$ cat src/rtl/cursor_navigator.sv
// cursor_navigator: 9x9 grid cursor, 1..9 digit select and write/clear strobes from controller levels.
// Held-direction auto-repeat is built only when CURSOR_NAVIGATOR_AUTOREPEAT_EN is defined.
module cursor_navigator #(
   parameter int DELAY_CYCLES = 20000000,
   parameter int RATE_CYCLES  = 5000000
) (
   input  logic       clk,
   input  logic       reset,
   input  logic       up,
   input  logic       dw,
   input  logic       lf,
   input  logic       rg,
   input  logic       a,
   input  logic       b,
   input  logic       c,
   input  logic       st,
   output logic [3:0] row,
   output logic [3:0] col,
   output logic [3:0] digit,
   output logic       write_pulse,
   output logic       clear_pulse,
   output logic       move_pulse
);
   logic [7:0] s1, s2, pv, evt;
   logic [3:0] held, row_n, col_n, digit_n;
   logic       p_v, step_v, act_evt, apply_v, pend_v;
   logic [1:0] p_dir, step_dir, apply_dir, pend_dir;

   assign evt       = s2 & ~pv;
   assign held      = s2[3:0];
   assign p_v       = |evt[3:0];
   assign p_dir     = evt[0] ? 2'd0 : evt[1] ? 2'd1 : evt[2] ? 2'd2 : 2'd3;
   assign act_evt   = evt[6] | evt[7];
   // A step coinciding with a write/clear is held back one cycle so the strobe sees the old cell.
   assign apply_v   = pend_v | (step_v & ~act_evt);
   assign apply_dir = pend_v ? pend_dir : step_dir;

   always_comb begin
      row_n   = row;
      col_n   = col;
      digit_n = digit;
      if (apply_v) begin
         row_n = apply_dir == 2'd0 ? (row == 4'd0 ? 4'd8 : row - 4'd1) :
                 apply_dir == 2'd1 ? (row == 4'd8 ? 4'd0 : row + 4'd1) : row;
         col_n = apply_dir == 2'd2 ? (col == 4'd0 ? 4'd8 : col - 4'd1) :
                 apply_dir == 2'd3 ? (col == 4'd8 ? 4'd0 : col + 4'd1) : col;
      end
      digit_n = (evt[4] & ~evt[5]) ? (digit == 4'd9 ? 4'd1 : digit + 4'd1) :
                (evt[5] & ~evt[4]) ? (digit == 4'd1 ? 4'd9 : digit - 4'd1) : digit;
   end

   always_ff @(posedge clk or negedge reset) begin
      if (!reset) begin
         s1          <= '0;
         s2          <= '0;
         pv          <= '0;
         row         <= 4'd0;
         col         <= 4'd0;
         digit       <= 4'd1;
         write_pulse <= 1'b0;
         clear_pulse <= 1'b0;
         move_pulse  <= 1'b0;
         pend_v      <= 1'b0;
         pend_dir    <= 2'd0;
      end else begin
         s1          <= {st, c, b, a, rg, lf, dw, up};
         s2          <= s1;
         pv          <= s2;
         row         <= row_n;
         col         <= col_n;
         digit       <= digit_n;
         write_pulse <= evt[6] & ~evt[7];
         clear_pulse <= evt[7];
         move_pulse  <= apply_v;
         pend_v      <= step_v & (act_evt | pend_v);
         pend_dir    <= step_dir;
      end
   end

`ifdef CURSOR_NAVIGATOR_AUTOREPEAT_EN
   localparam int MAXC = DELAY_CYCLES > RATE_CYCLES ? DELAY_CYCLES : RATE_CYCLES;
   localparam int CW   = MAXC > 1 ? $clog2(MAXC) : 1;
   localparam logic [CW-1:0] D_LAST = CW'(DELAY_CYCLES - 1);
   localparam logic [CW-1:0] R_LAST = CW'(RATE_CYCLES - 1);

   typedef enum logic [1:0] {IDLE, DELAY, REPEAT} state_t;
   state_t        state, state_n;
   logic [CW-1:0] cnt, cnt_n;
   logic [1:0]    dir, dir_n;

   always_ff @(posedge clk or negedge reset) begin
      if (!reset) begin
         state <= IDLE;
         cnt   <= '0;
         dir   <= 2'd0;
      end else begin
         state <= state_n;
         cnt   <= cnt_n;
         dir   <= dir_n;
      end
   end

   always_comb begin
      state_n  = state;
      cnt_n    = cnt + 1'b1;
      dir_n    = dir;
      step_v   = 1'b0;
      step_dir = dir;
      if (state == IDLE) begin
         cnt_n = '0;
         if (p_v) begin
            step_v   = 1'b1;
            step_dir = p_dir;
            dir_n    = p_dir;
            state_n  = DELAY;
         end
      end else if (p_v && p_dir != dir) begin
         step_v   = 1'b1;
         step_dir = p_dir;
         dir_n    = p_dir;
         cnt_n    = '0;
         state_n  = DELAY;
      end else if (!held[dir]) begin
         cnt_n   = '0;
         state_n = IDLE;
      end else if (cnt == (state == DELAY ? D_LAST : R_LAST)) begin
         step_v  = 1'b1;
         cnt_n   = '0;
         state_n = REPEAT;
      end
   end
`else
   assign step_v   = p_v;
   assign step_dir = p_dir;
`endif
endmodule
$ cat config.mk
export PLATFORM = sky130hd
export DESIGN_NAME = cursor_navigator
export DESIGN_NICKNAME = d
export VERILOG_FILES = /design/src/rtl/cursor_navigator.sv
export SDC_FILE = /design/constraint.sdc
export NUM_CORES = 1
export LEC_CHECK = 0
export CORE_MARGIN = 1
export CORE_UTILIZATION = 40
export DETAILED_ROUTE_END_ITERATION = 16
export GPL_TIMING_DRIVEN = 0
export SYNTH_ARGS = -nofsm -noshare
export SYNTH_HDL_FRONTEND = slang
export SYNTH_SLANG_ARGS = --single-unit
$ cat constraint.sdc
create_clock -name clk -period 1.54 [get_ports clk]
set_input_delay 0.308 -clock clk [delete_from_list [all_inputs] [get_ports clk]]
set_output_delay 0.308 -clock clk [all_outputs]
set_load 0.02 [all_outputs]
# Yosys cells after proc, flatten, opt, wreduce, memory -nomap -nowiden
# Cells that the tools add are included.
# W data, S select, Z words.
dict set report word_totals {
  regBits 42
  inputBits 10
  output_inout_bits 15
  elab_cells 63
}
dict set report classes {
  add_sub_neg 6
  eq_ne 7
  mux 16
  bitwise 14
  n_reduce_logical 9
}
# operator count
set ops {}
lappend ops {{$mux W4} 12}
lappend ops {{$add A4 B1 Y4 const B} 3}
lappend ops {{$eq A4 B4 Y1 const B} 3}
lappend ops {{$sub A4 B1 Y4 const B} 3}
lappend ops {{$and A8 B8 Y8} 1}
lappend ops {{$logic_not A4 Y1} 2}
lappend ops {{$not A8 Y8} 1}
lappend ops {{$mux W2} 3}
lappend ops {{$reduce_bool A2 Y1} 3}
lappend ops {{$and A1 B1 Y1} 5}
lappend ops {{$eq A2 B2 Y1 const B} 2}
lappend ops {{$eq A4 B1 Y1 const B} 1}
lappend ops {{$not A1 Y1} 4}
lappend ops {{$reduce_and A2 Y1} 2}
lappend ops {{$reduce_or A4 Y1} 1}
lappend ops {{$or A1 B1 Y1} 3}
lappend ops {{$eq A2 B1 Y1 const B} 1}
lappend ops {{$logic_not A2 Y1} 1}
lappend ops {{$mux W1} 1}

# Logic depth before layout (Yosys ltp)
dict set report logic_depth {
  word_depth 9
  mapped_depth 8
  mapped_depth_nobuf 7
}

# Worst setup path before layout
# No wires, ideal clock.
dict set report synth_path {
  kind {reg2reg}
  from {register digit[1]}
  to {register digit[2]}
  setup_ps 96
  t_arrival_ps 1574
  t_required_ps 1444
  slack_ps -130
  path_stages_with_launch 8
  n_path_buf 0
  period_less_slack_ps 1670
  cell_sequence {dfrtp_1 -> inv_1 -> ha_1 -> nor3b_1 -> or2_2 -> o22ai_1 -> o21ai_0 -> o31ai_1}
}
dict set report synth_via {
  elab_chain_len 4
  elab_cells_between_ends 8
  classes_between {add/sub: 2; eq/ne: 2; mux: 4}
}
# element line
set synth_rtl {}
lappend synth_rtl {{from (decl)} 19} ;# output logic [3:0] digit,
lappend synth_rtl {{from (signal assigned)} 71} ;# digit <= digit_n;
lappend synth_rtl {{$sub A4 B1 Y4 or $eq A4 B1 Y1 (tied branches)} 49} ;# (evt[5] & ~evt[4]) ? (digit == 4'd1 ? 4'd9 : digit - 4'd1) : digit;
lappend synth_rtl {{$mux W4 (2 in series)} 49}
lappend synth_rtl {{$mux W4 (*)} 48} ;# digit_n = (evt[4] & ~evt[5]) ? (digit == 4'd9 ? 4'd1 : digit + 4'd1) :
# Mark *: on every way between the ends. The rest lies on a longest branch, timed or not. The select of a mux whose other input is x is not followed.
# A chain may end at the register's enable or synchronous reset.

# Worst setup path in the final report
dict set report layout_path {
  from {register s2[0]}
  to {register col[2]}
}
dict set report layout_via {
  elab_chain_len 6
  elab_cells_between_ends 11
  classes_between {eq/ne: 2; mux: 3; bitwise: 3; reduce/logical: 3}
}
# element line
set layout_rtl {}
lappend layout_rtl {{from (decl)} 24} ;# logic [7:0] s1, s2, pv, evt;
lappend layout_rtl {{from (signal assigned)} 55} ;# s2 <= '0;
lappend layout_rtl {{from (signal assigned)} 67} ;# s2 <= s1;
lappend layout_rtl {{$and A8 B8 Y8 (*)} 29} ;# assign evt = s2 & ~pv;
lappend layout_rtl {{$mux W2} 32} ;# assign p_dir = evt[0] ? 2'd0 : evt[1] ? 2'd1 : evt[2] ? 2'd2 : 2'd3;
lappend layout_rtl {{$mux W2} 36} ;# assign apply_dir = pend_v ? pend_dir : step_dir;
lappend layout_rtl {{$eq A2 B2 Y1 (on tied branches)} {45, 46}}
lappend layout_rtl {{$reduce_bool A2 Y1 (no line)} --}
lappend layout_rtl {{$reduce_and A2 Y1 (no line)} --}
lappend layout_rtl {{to (signal assigned)} 70} ;# col <= col_n;
lappend layout_rtl {{to (decl)} 18} ;# output logic [3:0] col,
# Mark *: on every way between the ends. The rest lies on a longest branch, timed or not.

==> metrics <==
Post-DRT Antenna Nets 0; Die Ht 71.95 um; Skew-Pair Late Insertion Delay 0.29 ns; Pre-antenna DRT Iters 4; share of layout cells above drive strength 1 0.2896; Yosys warning count 0; Hold Worst Slack 0.1317 ns; Crit. End Element flop; Placed Area around 2300 um2; Pwr Total 0.004305 W; routed len/inst 13.24 um; power density over cell area ~1600 nW/um2; Final Core Density 0.5563; Startpoint Class flop; die area about 5200 um2; gr ovfl total 0; root buf cell clkbuf_8; clock sink count 42; maximum root-to-sink buffer count 2; synthesis-stage register bit count between 40 and 50; commonest cells after routing, fill and taps aside dfrtp_1 (38), a21oi_1 (15), nor2_1 (14), dlygate4sd2_1 (14), nand2_1 (11); Slew headroom 0.4030; sequential cell area fraction in the yosys report 0.5377; Cell Rows 25; RSZ-0062 raised after global routing yes; initial antenna violation count 0; Initial DRC Count between 80 and 90; CP max stage delay 0.50 ns; vias 1468; fin area 2628 um2; antenna cell count 0; failing checks setup timing; prevailing post-synth register cell dfrtp_1; Max Slew Vio Count 0; Port Buf Inserts 24; fin worst setup slack -0.1107 ns; commonest non-fill, non-tap cell in the layout dfrtp_1; Post-synth EDFFs 0; gr usage total 0.1537; Netlist cell types 51; Final Skew 0.002841 ns; Core Area ~4700 um2; Peak Freq 605.8 MHz; worst hold path type in2async; Max VDD drop about 0.00070 V; Clk pin slew, worst setup/hold paths 0.08 ns; final setup fails 4; total CTS buffers 5; status finished with violations; Post-CTS Hold Buffers 0; CP Max Fanout 5; nets@finish 239; kind of critical path reg2reg; FILL cells 401; vias per cell 5.097; fraction of registers with async set/reset 1.000; Synthesized Nets around 200; Max-Cap Viols 0; Die W 71.95 um; Critical Path RT 1.75 ns; routability cong. 0.8871; Final HPWL DP 2.415 mm; Worst EP arrival 1.86 ns; Slowest-stage cell, CP o41a_4; Syn Std Cell Area roughly 2000 um2; area grow syn2layout 34.27%; Initial Util 0.4143; pin count of the biggest net entering global routing 43; final worst-path cycle share 1.072; Static Leak about 1.1 nW; first-pass GRT wire length 6.092 mm; measured slew at the worst slew-check pin 0.8955 ns; Avg Cell Area, Syn 10.93 um2; CTS tree yes; residual DRC count 0; Period minus WS final 1.651 ns; crit-path cells nand2b_4, nand2_4, o41a_4, nor4b_2, a21oi_1, o221ai_2; routed wire length 3.812 mm; Gate Count Post-Synth 179; Ports 25; H-Tree Depth 2; endpoints failing hold 0; vias in the first global route 1332
==> worst max-delay path: cells and delay by family, from the launching register on <==
kind | cells | cell delay (ns)
AOI/OAI and AO/OA | 3 | 0.73
DFF | 1 | 0.42
and+or+nand+nor | 3 | 0.43
==> state kept, by name, summed over array words and instances (netlist names), 2 cells and up <==
signal    count
digit         4
s1            8
s2            8
row           4
pv            8
col           4
pend_dir      2
==> metrics by stage <==
step	cells	setup TNS [ns]	setup WS, ns
finish	288	-0.2829	-0.1107
global placement	270	-34.65	-0.9605
CTS	285	-0.3000	-0.1449
floorplan	179	-0.06916	-0.04299
detailed placement	270	-0.7018	-0.1703
global route	288	-0.7330	-0.1974
==> final timing paths <==
kind | cells past startpoint | slack, ns | to | start
max | 6 | -0.11 | col[2] | s2[0]
min | 1 | 0.13 | digit[2] | reset
max reg2reg | 6 | -0.11 | col[2] | s2[0]
min reg2reg | 0 | 0.35 | s2[2] | s1[2]
max in group asynchronous | 1 | 0.78 | digit[1] | reset
min in group clk | 0 | 0.35 | s2[2] | s1[2]
==> layout make-up <==
type / count / area (um2) / area share
clock inverters: 2 / 16.27 / 0.006190
clock buffers: 6 / 82.58 / 0.03143
multi-input cells: 121 / 1007 / 0.3833
flip-flops and latches: 42 / 1056 / 0.4019
inverters: 9 / 36.28 / 0.01381
repair buffers: 35 / 307.8 / 0.1171
plain buffers: 6 / 37.54 / 0.01429
well taps: 67 / 83.83 / 0.03190
==> power breakdown <==
| group | internal (W) | switching, W |
|---|---|---|
| registers | 0.00131 | 0.000266 |
| logic | 0.000899 | 0.00107 |
| clock network | 0.000369 | 0.000383 |
| total | 0.00258 | 0.00172 |
==> timing repair <==
action,CTS,global route
setup buffers,7,4
setup endpoints to repair,22,8
resized for setup,30,25
pin swaps,5,12
==> logic make-up (layout without fill, tap and decap cells) <==
group	Yosys count	after routing	synth area share
flip-flops	42	42	0.5377
multiplexers	2	2	0.01087
AO/OA/AOI/OAI	49	49	0.1746
AND/OR/NAND/NOR	59	59	0.1758
adder cells (fa/ha/maj)	9	9	0.05755
buffers and inverters	16	58	0.03452
XOR/XNOR	2	2	0.008953
==> cells in the mapped netlist, types with 2 or more instances <==
cell / instances / area, um2
a21oi_1: 17 / 85.08
buf_4: 2 / 15.01
clkbuf_1: 4 / 15.01
dfrtp_1: 41 / 1026
ha_1: 9 / 112.6
inv_1: 8 / 30.03
nand2_1: 12 / 45.04
nand2b_1: 6 / 37.54
nand2b_4: 2 / 27.53
nand3b_1: 2 / 15.01
nand4_1: 2 / 12.51
nor2_1: 16 / 60.06
nor3_1: 4 / 20.02
nor3b_1: 2 / 15.01
o21ai_0: 3 / 15.01
o21ai_1: 4 / 20.02
o22a_1: 3 / 26.28
o22ai_1: 5 / 31.28
o31ai_1: 2 / 15.01
or2_2: 3 / 18.77
xnor2_1: 2 / 17.52
==> routing by layer <==
metal,vias to the layer above,part of all wire,track usage
met1,715,0.45,0.1978
met2,32,0.50,0.2484
met3,7,0.037,0.04306
met4,0,0.014,0.05882
li1,714,-,-
met5,-,0,0
(Power assumes the default switching activity.)
